### src/rtl/adc_stream_packer.sv
// Packs two-channel AD9643 samples into 32-bit words and frames them as fixed-length AXI4-Stream packets.
// Optional build macro ADC_TEST_PATTERN_EN replaces the ADC inputs with an internal ramp pattern.
module adc_stream_packer #(
    parameter int PACKET_LEN = 256,
    parameter int FIFO_DEPTH = 16,
    parameter int CNT_WIDTH  = 16
) (
    input  logic                 s_axi_aclk,
    input  logic                 s_axi_aresetn,
    input  logic                 data_en,
    input  logic                 adc_valid,
    input  logic [13:0]          adc_data_a,
    input  logic [13:0]          adc_data_b,
    output logic [31:0]          m_axis_tdata,
    output logic                 m_axis_tvalid,
    input  logic                 m_axis_tready,
    output logic                 m_axis_tlast,
    output logic                 overflow,
    output logic [CNT_WIDTH-1:0] drop_count,
    output logic                 busy
);

    localparam int BW = $clog2(PACKET_LEN);
    localparam int AW = $clog2(FIFO_DEPTH);
    localparam logic [BW-1:0] LAST_BEAT = BW'(PACKET_LEN - 1);
    localparam logic [AW:0]   DEPTH_CNT = (AW + 1)'(FIFO_DEPTH);

    typedef enum logic [1:0] {IDLE, RUN, DRAIN} state_t;

    function automatic logic signed [15:0] sext16(input logic signed [13:0] x);
        return {{2{x[13]}}, x};
    endfunction

    function automatic logic [CNT_WIDTH-1:0] sat_inc(input logic [CNT_WIDTH-1:0] x);
        return (&x) ? x : x + 1'b1;
    endfunction

    state_t                state;
    logic [BW-1:0]         beat;
    logic [BW-1:0]         beat_nxt;
    logic                  beat_last;
    logic                  capturing;
    logic                  wr_en;
    logic                  rd_en;
    logic                  drop;
    logic                  fifo_full;
    logic                  fifo_empty;
    logic [32:0]           mem [FIFO_DEPTH];
    logic [AW-1:0]         wr_ptr;
    logic [AW-1:0]         rd_ptr;
    logic [AW:0]           count;
    logic signed [13:0]    smp_a;
    logic signed [13:0]    smp_b;
    logic [31:0]           word;

`ifdef ADC_TEST_PATTERN_EN
    logic [13:0] ramp;

    always_ff @(posedge s_axi_aclk) begin
        if (!s_axi_aresetn) begin
            ramp <= '0;
        end else if (state == IDLE && data_en) begin
            ramp <= '0;
        end else if (wr_en) begin
            ramp <= ramp + 1'b1;
        end
    end

    assign smp_a = ramp;
    assign smp_b = ~ramp;
`else
    assign smp_a = adc_data_a;
    assign smp_b = adc_data_b;
`endif

    assign word       = {sext16(smp_b), sext16(smp_a)};
    assign fifo_full  = (count == DEPTH_CNT);
    assign fifo_empty = (count == '0);
    assign capturing  = (state == RUN) || (state == DRAIN);
    // Full is judged on current occupancy; a pop in the same cycle does not make room.
    assign wr_en      = capturing && adc_valid && !fifo_full;
    assign drop       = capturing && adc_valid && fifo_full;
    assign rd_en      = !fifo_empty && m_axis_tready;
    assign beat_last  = (beat == LAST_BEAT);
    assign beat_nxt   = !wr_en ? beat : (beat_last ? '0 : beat + 1'b1);

    always_ff @(posedge s_axi_aclk) begin
        if (!s_axi_aresetn) begin
            state      <= IDLE;
            beat       <= '0;
            overflow   <= 1'b0;
            drop_count <= '0;
        end else begin
            case (state)
                IDLE: begin
                    if (data_en) begin
                        state      <= RUN;
                        beat       <= '0;
                        overflow   <= 1'b0;
                        drop_count <= '0;
                    end
                end
                RUN: begin
                    beat <= beat_nxt;
                    // Leaving on a frame boundary skips DRAIN entirely.
                    if (!data_en) begin
                        state <= (beat_nxt == '0) ? IDLE : DRAIN;
                    end
                end
                DRAIN: begin
                    beat <= beat_nxt;
                    if (wr_en && beat_last) begin
                        state <= IDLE;
                    end
                end
                default: state <= IDLE;
            endcase
            if (drop) begin
                overflow   <= 1'b1;
                drop_count <= sat_inc(drop_count);
            end
        end
    end

    always_ff @(posedge s_axi_aclk) begin
        if (!s_axi_aresetn) begin
            wr_ptr <= '0;
            rd_ptr <= '0;
            count  <= '0;
        end else begin
            if (wr_en) wr_ptr <= wr_ptr + 1'b1;
            if (rd_en) rd_ptr <= rd_ptr + 1'b1;
            case ({wr_en, rd_en})
                2'b10:   count <= count + 1'b1;
                2'b01:   count <= count - 1'b1;
                default: count <= count;
            endcase
        end
    end

    // FIFO storage boundary: data only, no reset.
    always_ff @(posedge s_axi_aclk) begin
        if (wr_en) mem[wr_ptr] <= {beat_last, word};
    end

    assign m_axis_tvalid                 = !fifo_empty;
    assign {m_axis_tlast, m_axis_tdata}  = fifo_empty ? 33'd0 : mem[rd_ptr];
    assign busy                          = (state != IDLE) || !fifo_empty;

endmodule

### config.mk
export PLATFORM = sky130hd
export DESIGN_NAME = adc_stream_packer
export DESIGN_NICKNAME = d
export VERILOG_FILES = /design/src/rtl/adc_stream_packer.sv
export SDC_FILE = /design/constraint.sdc
export NUM_CORES = 1
export LEC_CHECK = 0
export ABC_AREA = 0
export BUFFER_PORTS_ARGS = -buffer_cell sky130_fd_sc_hd__clkbuf_2
export CAP_MARGIN = 30
export CORE_AREA = 10 10 202 204
export DETAILED_ROUTE_END_ITERATION = 6
export DIE_AREA = 0 0 212 214
export PLACE_DENSITY = 0.87
export RECOVER_POWER = 50
export SYNTH_ARGS = -nofsm -noshare
export SYNTH_HDL_FRONTEND = slang
export SYNTH_SLANG_ARGS = --single-unit
export TNS_END_PERCENT = 50
### constraint.sdc
create_clock -name s_axi_aclk -period 4.1 [get_ports s_axi_aclk]
set_clock_uncertainty 0.1 [all_clocks]
set_input_delay 0.615 -clock s_axi_aclk [delete_from_list [all_inputs] [get_ports s_axi_aclk]]
set_output_delay 0.615 -clock s_axi_aclk [all_outputs]
set_load 0.02 [all_outputs]
Yosys cells after proc, flatten, opt, wreduce, memory -nomap -nowiden
Memories as Yosys holds them, arrays and structs flattened. A register that Yosys moved wholly into a read port is not among the register bits.
Index checks and enable logic that the tools add are counted.
{"block": "classes", "add_sub_neg": 6, "mul": 0, "div": 0, "n_lt_le_gt_ge": 0, "n_eq_ne": 10, "shifts": 0, "n_mux": 22, "bitwise_logic": 0, "reduce_logical": 23}
{"op": "2-to-1 mux 16 bit", "count": 4}
{"op": "2-to-1 mux 33 bit", "count": 1}
{"op": "2-to-1 mux 8 bit", "count": 3}
{"op": "adder 16 x 1 -> 16 bit, second input constant", "count": 1}
{"op": "case mux 8 bit (2 select lines)", "count": 1}
{"op": "AND reduction 16 bit", "count": 1}
{"op": "case mux 5 bit (2 select lines)", "count": 1}
{"op": "nonzero test 2 bit", "count": 5}
{"op": "adder 4 x 1 -> 4 bit, second input constant", "count": 2}
{"op": "adder 8 x 1 -> 8 bit, second input constant", "count": 1}
{"op": "equality test 8 bit, second input constant", "count": 1}
{"op": "logical NOT 8 bit", "count": 1}
{"op": "2-to-1 mux 2 bit", "count": 4}
{"op": "2-to-1 mux 4 bit", "count": 2}
{"op": "!= test 2 bit, second input constant", "count": 3}
{"op": "case mux 2 bit (3 select lines)", "count": 1}
{"op": "AND reduction 3 bit", "count": 2}
{"op": "adder 5 x 1 -> 5 bit, second input constant", "count": 1}
{"op": "equality test 5 bit, second input constant", "count": 1}
{"op": "logical AND 1 bit", "count": 5}
{"op": "logical NOT 5 bit", "count": 1}
{"op": "2-to-1 mux 1 bit", "count": 5}
{"op": "subtractor 5 x 1 -> 5 bit, second input constant", "count": 1}
{"op": "equality test 2 x 1 -> 1 bit, second input constant", "count": 2}
{"op": "7 further kinds", "count": 11}
{"block": "totals", "reg_bits": 40, "latchBits": 0, "ramBits": 528, "mem_bits_ro": 0, "out_inout_bits": 52, "elab_cells": 69, "n_memories": 1}
{"memory": "mem", "depth": 16, "word_bits": 33, "rd": 1, "rd_clocked_by_memory_dff": 1, "wr": 1, "line": "48", "source": "logic [32:0] mem [FIFO_DEPTH];"}

Depth between registers and ports, before layout
Gate-level depths: netlist (run 1).
{"block": "depth", "depth_word": 9, "ltp_mapped": 14, "mapped_depth_nobuf": 13}

Worst setup path after synthesis (run 1)
No wires, ideal clock.
{"block": "synth_path", "path_kind": "flip-flop to flip-flop", "start": "register state[0]", "end": "memory mem[3][0] (enable)", "t_arrival_ns": 3.737, "required_time_ns": 3.549, "slack_ns": -0.188, "path_stages_with_launch": 8, "synth_period_minus_slack_ns": 4.288, "cell_sequence": "dfxtp_1 inv_1 ha_1 nand2_1 a21oi_1 clkbuf_1 nand2_1 nor3_1"}
{"block": "synth_between", "elab_chain_cells": 6}
{"item": "start: declaration", "line": "38", "source": "state_t state;"}
{"item": "start signal: assignment", "line": "107", "source": "state <= (beat_nxt == '0) ? IDLE : DRAIN;"}
{"item": "equality test 2 x 1 -> 1 bit or equality test 2 bit (tied branches)", "line": "79", "source": "assign capturing = (state == RUN) || (state == DRAIN);"}
{"item": "logical OR 1 bit (*)", "line": "79"}
{"item": "logical AND 1 bit (*) (2 in a row)", "line": "81", "source": "assign wr_en = capturing && adc_valid && !fifo_full;"}
{"item": "2-to-1 mux 1 bit (*)", "line": "143", "source": "if (wr_en) mem[wr_ptr] <= {beat_last, word};"}
{"item": "2-to-1 mux 1 bit (not written as such) (*)", "line": "143"}
{"item": "end: declaration", "line": "48"}
Every way passes the cells marked *; elsewhere a longest branch is shown, timed or not.

==> impl_metrics.ini, run 1 <==
[status]
status = complete, but fails checks
violations = max-capacitance violations, max-slew violations

[detailed_routing]
num_vias = 10298
antenna_left = 0
drc = 0
viasPerCell = 6.37
wl_per_cell_um = 28.5
dr.pass1.iters = 5
first_iter_violations = 1232
drt_wl_total_mm = 46.1

[power]
ir_worst_vdd_mv = 0.357
p_clk_frac = 0.360
leakage_nw = 7.02
pwr_density_cell_nw_per_um2 = 539
p_int_mw = 9.00
p_comb_frac = 0.168
swShare = 0.266
p_switching_mw = 3.26
seq_power_share = 0.472

[critical_path]
r2r.worst_path.cells = 8
worstReg2RegEnd = mem[7][32]
required_ns = 3.38
path_class = reg2out
start_kind = flop
regToRegSetupSlack_ns = 0.42
cp-end-kind = output pin
worstSetupEndpoint = m_axis_tdata[0]
crit_path_max_fanout = 42
reg2reg_from = state[0]
arrival_ns = 3.00

[place]
place_area_sq_um = 21300
post-dp-hpwl_mm = 24.8
place_congestion = 0.824
port_buffers = 84
dp.cells = 1528

[grt]
grt_usage = 0.204
antenna_found_initial = 0
grt_max_degree = 65
grt_pass1_vias = 10522
grt-ovfl-total = 0
grt_pass1_wl_mm = 69.3

[timing]
rsz0062_at_grt = no
period_share = 0.906
setup_tns_ns = 0
hold_viol_final = 0
slew_violations = 16
fmax_mhz = 269
setup_viol = 0
whs_ns = 0.351
relSlewSlack = -0.0474
tightest_slew_ns = 1.55
fin_crit_ns = 3.71

[job]
max_cap_violations = 1

[yosys]
yosysWarningCount = 0
synth.most_common_cell = edfxtp_1
syn_inst = 994
synth_top_area_frac = 0.695
ys_async_sr_fraction = 0
ys_ff_latch = 508
synth_cell_types = 55
dominantRegCellSynth = edfxtp_1
yosys.area.top_type = edfxtp_1
synth_edf_count = 464
syn_nets = 1039
ys_top_cells_by_count = edfxtp_1 (464), mux4_2 (145), nor2_1 (48), dfxtp_1 (44), clkbuf_1 (36)
synthesis.area_sq_um = 20100
synth-seq-area-share = 0.738
synthTopCellsByArea = edfxtp_1 (69%), mux4_2 (16%), dfxtp_1 (4.4%), nor2b_1 (1.0%), nor2_1 (0.90%)
avgSynthCellArea_sq_um = 20.2

[final_layout]
final_cells = 1617
seqCellArea_sq_um = 14800
final_design_area_no_fill_sq_um = 22700
post_route_cells_drive_above_1_share = 0.271
fin_nets = 1149
area_growth_pct = 13.3
fin_util = 0.614
fillers = 2424
multi_input_area_sq_um = 5050
antenna_cells = 0

[die]
dieArea_sq_um = 45400
die_w_um = 212
rows = 71
io_pins = 85
start_util = 0.542
coreArea_sq_um = 37000
die_h_um = 214

[clocking]
htreeDepth = 2
clk_path_buf_depth = 3
holdBufCountCts = 0
clock_sinks = 508
cts-root-buf = clkbuf_16
cts_made_buffers = 48
clk_pin_slew_ns = 0.06
clock_latency_ns = 0.57
cts_tree = built
post_cts_buffers = 0
cts_resized = 0

[hold_path]
hold_class = in2reg
## state kept, by name, summed over array words and instances, names as in the netlist, named ones only
name,flops
beat,8
drop_count,16
state,2
count,5
overflow,1
mem,464
rd_ptr,4
wr_ptr,4
## area by class of cell
| type | instances | share of cell area |
|---|---|---|
| timing repair buffer | 116 | 0.0284 |
| clock inverter | 27 | 0.0125 |
| tap | 474 | 0.0261 |
| multi-input combinational | 416 | 0.222 |
| clock buffer | 62 | 0.0565 |
| inverter | 14 | 0.00231 |
| sequential | 508 | 0.652 |
## per-stage QoR
stage,power [mW],setup WS [ns]
6_report,12.3,0.386
5_1_grt,12.7,0.273
4_1_cts,12.4,0.363
3_5_place_dp,7.99,0.942
3_3_place_gp,7.94,1.04
2_1_floorplan,7.31,-0.153
## power by group through the flow
stage / logic (mW) / clock network (mW) / registers (mW)
floorplan: 1.46 / 0 / 5.86
global placement: 2.05 / 0 / 5.90
global route: 2.22 / 4.66 / 5.80
finish: 2.06 / 4.41 / 5.79
detailed placement: 2.08 / 0 / 5.90
CTS: 2.11 / 4.48 / 5.79
## logic make-up (layout without fill, tap and decap cells)
family                     after synthesis  count (layout)  synth area share
xor gates and xnor gates                25              25            0.0109
muxes                                  150             150             0.165
AOI/OAI and AO/OA                       56              56            0.0182
adders and majority gates               12              12           0.00748
and+or+nand+nor                        173             173            0.0448
buffers and inverters                   70             219            0.0148
DFF                                    508             508             0.738
## metal layers
metal  wire length [um]  vias up  track usage
li1                   -     4261            -
met1              17100     5370        0.264
met2              24100      555        0.344
met3               3340      112       0.0324
met4               1540        0       0.0738
met5                  0        -            0
## critical path: stages, from the launching register on
cell      delay [ns]
dfxtp_4         0.69
buf_12          0.33
mux4_2          0.41
mux4_2          0.52
nor2b_1         0.19
clkbuf_2        0.20
## worst min-delay path by stage
| stage | from | to | slack, ns | depth (start not counted) |
|---|---|---|---|---|
| floorplan | rd_ptr[3] | flop | 0.37 | 2 |
| global placement | overflow | overflow | 0.36 | 2 |
| detailed placement | overflow | overflow | 0.37 | 2 |
| CTS | adc_data_a[2] | mem[3][2] | 0.32 | 1 |
| global route | s_axi_aresetn | beat[5] | 0.34 | 2 |
| finish | s_axi_aresetn | beat[5] | 0.35 | 2 |
## layout by cell type, fill, tap and decap left out, drive strengths merged, types with 2 or more instances in the layout
master	instances
mux4	145
a311oi	2
bufinv	4
o21ai	13
o311ai	2
o31ai	2
ha	12
nand4	9
nor2	48
and4	2
and2	4
buf	30
clkinv	19
edfxtp	464
clkinvlp	2
nor3	16
dfxtp	44
xnor2	15
or3	6
nand2b	5
a31oi	4
clkbuf	148
inv	16
xor2	10
mux2i	5
a21oi	15
nand2	32
nor4	3
nor2b	33
nand3	8
a211oi	2
a21boi	3
Power figures use the tool's default switching activity.
==> run 2, diff against run 1 <==
- ABC_AREA: 0 -> 1
- CORE_AREA: 10 10 202 204 -> 10 10 205 207
- DIE_AREA: 0 0 212 214 -> 0 0 215 217
==> impl_metrics.ini, run 2 <==
[die]
die_h_um = 217
start_util = 0.542
rows = 72
coreArea_sq_um = 38100
io_pins = 85
dieArea_sq_um = 46700
die_w_um = 215

[critical_path]
crit_buf_inv = 3
crit_path_max_fanout = 48
path_cells = inv_2 -> buf_4 -> o21ai_0 -> o221ai_1 -> nand3_1 -> a21oi_1 -> clkbuf_2
cp_slowest_cell = inv_2
required_ns = 3.38
cp-end-kind = output pin
arrival_ns = 3.28
start_kind = flop
path_delay_family = buffers and inverters
path_class = reg2out
slowest_delay_ns = 0.68

[clocking]
clk_pin_slew_ns = 0.07
post_cts_buffers = 0
cts_resized = 0
cts_made_buffers = 50
clk_path_buf_depth = 3
cts-root-buf = clkbuf_16
clock_sinks = 508
clock_latency_ns = 0.59
cts_tree = built
htreeDepth = 2
holdBufCountCts = 0

[final_layout]
fin_util = 0.610
layout_common_cells = edfxtp_1 (464), nor2_1 (306), o21ai_0 (245), nand2_1 (116), o221ai_1 (88)
final_common_cell = edfxtp_1
area_growth_pct = 12.5
largestRegisters = mem: 464 flops, drop_count: 16 flops, beat: 8 flops
antenna_cells = 0
post_route_cells_drive_above_1_share = 0.0987
regMostFlops = mem
largest_reg_flops = 464
fin_nets = 1790

[yosys]
yosysWarningCount = 0
ys_async_sr_fraction = 0
avgSynthCellArea_sq_um = 12.3
dominantRegCellSynth = edfxtp_1
synthTopCellsByArea = edfxtp_1 (67%), o21ai_0 (5.9%), nor2_1 (5.8%), dfxtp_1 (4.3%), o221ai_1 (3.7%)
yosys.area.top_type = edfxtp_1
ys_top_cells_by_count = edfxtp_1 (464), nor2_1 (318), o21ai_0 (243), nand2_1 (115), o221ai_1 (88)
synth_edf_count = 464
synth_cell_types = 40
synth.most_common_cell = edfxtp_1
ys_ff_latch = 508
synth-seq-area-share = 0.717
synthesis.area_sq_um = 20700
syn_inst = 1684
syn_nets = 1729
synth_top_area_frac = 0.674

[place]
post-place-ws_ns = 0.853
port_buffers = 84
place_congestion = 0.877
post-dp-hpwl_mm = 30.1

[detailed_routing]
dr.pass1.iters = 6
drt_wl_total_mm = 53.4
first_iter_violations = 2241
antenna_left = 0
num_vias = 14590
wl_per_cell_um = 23.2
drc = 0
viasPerCell = 6.34

[power]
leakage_nw = 7.64
pwr_density_cell_nw_per_um2 = 614
fin_total_pwr_mw = 14.3
ir_worst_vdd_mv = 0.390

[timing]
fmax_mhz = 250
rsz0062_at_grt = no
hold_viol_final = 0
tightest_slew_ns = 0.951
period_share = 0.975
setup_viol = 0
fin_crit_ns = 4.00
setup_tns_ns = 0
slew_violations = 0
relSlewSlack = 0.364
setup_ws_ns = 0.104

[status]
status = finished, final reports clean

[grt]
grt_max_degree = 119
grt-ovfl-total = 0
grt_pass1_vias = 14651
grt_pass1_wl_mm = 82.7
grt_usage = 0.224
antenna_found_initial = 1

[job]
max_cap_violations = 0

[hold_path]
hold_class = in2reg
==> run 2: cell count changes in the layout (fill, tap and decap cells not counted), sizes merged, moves of 40 or more <==
| cell | change |
|---|---|
| nand3 | +70 |
| o21ai | +251 |
| nand2 | +85 |
| o221ai | +88 |
| a21oi | +47 |
| mux4 | -145 |
| nor2 | +276 |
| inv | +40 |
==> run 2: area by class of cell <==
type / instances / area (sq um)
Tap cell: 518 / 648
Clock buffer: 59 / 1310
Sequential cell: 508 / 14800
Inverter: 56 / 216
Fill cell: 2717 / 14900
Multi-Input combinational cell: 1011 / 5180
Timing Repair Buffer: 118 / 713
Clock inverter: 32 / 357
==> run 2: kinds of logic (layout without fill, tap and decap cells) <==
| kind of cell | count (synthesis) | after routing | synth area share |
|---|---|---|---|
| and+or+nand+nor | 542 | 542 | 0.109 |
| AOI/OAI and AO/OA | 446 | 446 | 0.127 |
| buffers and inverters | 165 | 265 | 0.0359 |
| DFF | 508 | 508 | 0.717 |
| adders and majority gates | 12 | 12 | 0.00727 |
| xor gates and xnor gates | 11 | 11 | 0.00466 |
==> run 2: worst paths after layout <==
kind / start / to / slack [ns] / cells after the start
min reg2reg: overflow / overflow / 0.40 / 2
max reg2reg: state[0] / mem[6][25] / 0.68 / 9
max: flop / m_axis_tdata[15] / 0.10 / 7
min: s_axi_aresetn / wr_ptr[3] / 0.29 / 3
==> run 2: per-stage QoR <==
stage / instances / instance area [sq um] / hold WS, ns
2_1_floorplan: 1684 / 20700 / 0.362
3_3_place_gp: 2210 / 21700 / 0.364
3_5_place_dp: 2211 / 21700 / 0.381
4_1_cts: 2302 / 23400 / 0.270
5_1_grt: 2302 / 23200 / 0.312
6_report: 2302 / 23200 / 0.291
==> run 2: worst min-delay path: stages <==
cell      delay, ns
clkbuf_2       0.18
nand2_1        0.11
a21oi_1        0.03
==> run 2: power by group <==
part | leakage (nW) | internal (mW) | total [mW] | switching, mW
clock network | 0.811 | 2.67 | 4.64 | 1.97
logic | 2.30 | 0.992 | 3.63 | 2.64
registers | 4.54 | 5.85 | 5.99 | 0.143
total | 7.64 | 9.51 | 14.3 | 4.75
==> run 2: metal layers <==
layer / GRT usage / up-vias / part of all wire
met2: 0.372 / 1100 / 0.49
met3: 0.0499 / 185 / 0.12
met4: 0.104 / 2 / 0.041
li1: - / 6318 / -
met5: 0 / - / 0.00013
met1: 0.276 / 6985 / 0.35
==> run 3, diff against run 2 <==
- CORE_AREA: 10 10 205 207 -> 10 10 286 151
- DIE_AREA: 0 0 215 217 -> 0 0 296 161
- PLACE_DENSITY: 0.87 -> 0.86
==> impl_metrics.ini, run 3 (same netlist as run 2, synthesis figures left out) <==
[status]
status = finished, final reports clean

[place]
place_congestion = 0.912
post-dp-hpwl_mm = 31.3
port_buffers = 84
place_area_sq_um = 21800

[grt]
grt_usage = 0.221
grt_max_degree = 112
grt-ovfl-total = 0
grt_pass1_wl_mm = 82.0
grt_pass1_vias = 13927
antenna_found_initial = 2

[clocking]
cts_resized = 0
clk_pin_slew_ns = 0.07
post_cts_buffers = 0
clock_latency_ns = 0.56
cts_made_buffers = 43
cts_tree = built
holdBufCountCts = 0
clock_sinks = 508
htreeDepth = 2
cts-root-buf = clkbuf_16
clk_path_buf_depth = 3

[critical_path]
path_cells = inv_6 -> buf_12 -> o21ai_0 -> o22ai_1 -> nor2_1 -> nor2_1 -> o21ai_1 -> a21oi_1 -> clkbuf_2
path_class = reg2out
crit_path_max_fanout = 104
slowest_delay_ns = 0.49
cp-end-kind = output pin
path_common_cell = nor2_1
cp_slowest_cell = dfxtp_4
reg2reg_from = state[1]
start_kind = flop
arrival_ns = 3.14
regToRegSetupSlack_ns = 0.44
required_ns = 3.38

[final_layout]
largestRegisters = mem: 464 flops, drop_count: 16 flops, beat: 8 flops
post_route_cells_drive_above_1_share = 0.0941
largest_reg_flops = 464
final_design_area_no_fill_sq_um = 23100
seqCellArea_sq_um = 14800
layout_common_cells = edfxtp_1 (464), nor2_1 (306), o21ai_0 (245), nand2_1 (116), o221ai_1 (88)
final_common_cell = edfxtp_1
area_growth_pct = 11.6
regMostFlops = mem
fillers = 2790
multi_input_area_sq_um = 5190
fin_nets = 1787

[die]
rows = 51
dieArea_sq_um = 47700
coreArea_sq_um = 38200
die_h_um = 161
io_pins = 85
die_w_um = 296
start_util = 0.541

[job]
max_cap_violations = 0

[power]
leakage_nw = 7.56
pwr_density_cell_nw_per_um2 = 590
ir_worst_vdd_mv = 0.382

[detailed_routing]
drt_wl_total_mm = 53.6
drc = 0
dr.pass1.iters = 6
first_iter_violations = 2387
num_vias = 14440
wl_per_cell_um = 23.5
viasPerCell = 6.34
antenna_left = 0

[timing]
rsz0062_at_grt = no
setup_tns_ns = 0
slew_violations = 0
setup_viol = 0
fmax_mhz = 259
fin_crit_ns = 3.86
tightest_slew_ns = 1.15
period_share = 0.941
hold_viol_final = 0
relSlewSlack = 0.234

[hold_path]
worstHoldStart = m_axis_tready
hold_class = in2reg
## run 3: cell types whose count changed in the layout (fill, tap and decap cells not counted), moves of 2 or more
cell	before	now
buf_12	6	14
clkbuf_8	0	2
clkinv_2	8	5
clkbuf_16	51	44
buf_4	27	23
clkinv_1	13	11
bufinv_16	6	3
## run 3: path summary, 6_finish.rpt
kind | cells after the start | end
hold / removal | 3 | rd_ptr[1]
hold reg to reg | 2 | overflow
setup reg to reg | 9 | mem[15][3]
setup / recovery | 9 | m_axis_tdata[6]
## run 3: area by class of cell
cell class                 count  area share
clock inverter                22     0.00852
multi-input combinational   1011       0.225
inverter                      56     0.00939
clock buffer                  55      0.0504
timing repair buffer         122      0.0366
tap                          503      0.0273
sequential                   508       0.643
antenna                        1    0.000109
## run 3: layer usage
metal	GRT usage	up-vias	wire length, um	share of wire
met3	0.0614	129	6970	0.13
met4	0.0722	0	1480	0.028
li1	-	6319	-	-
met1	0.312	6950	21000	0.39
met5	0.0106	-	0	0
met2	0.324	1042	24200	0.45
## run 3: report_power, final
| group | internal (mW) | total (mW) | leakage (nW) | switching, mW |
|---|---|---|---|---|
| Combinational | 0.981 | 3.55 | 2.36 | 2.57 |
| Clock | 2.20 | 4.03 | 0.663 | 1.83 |
| Sequential | 5.85 | 6.02 | 4.54 | 0.172 |
## run 3: metrics by stage
stage               instances  utilization  hold slack [ns]  worst slack [ns]  total power [mW]
floorplan                1684            -            0.362             0.995              8.50
CTS                      2277        0.606            0.318             0.304              13.6
global placement         2199        0.570            0.363             0.985              9.48
detailed placement       2200        0.570            0.374             0.986              9.62
global route             2278        0.603            0.325            0.0619              14.2
finish                   2278        0.603            0.313             0.241              13.6
## run 3: critical path, delay by kind of cell, from the launching register on
kind            cells  cell delay (ns)
flops               1             0.49
buf+inv             3             0.97
simple gates        2             0.16
compound gates      4             0.85
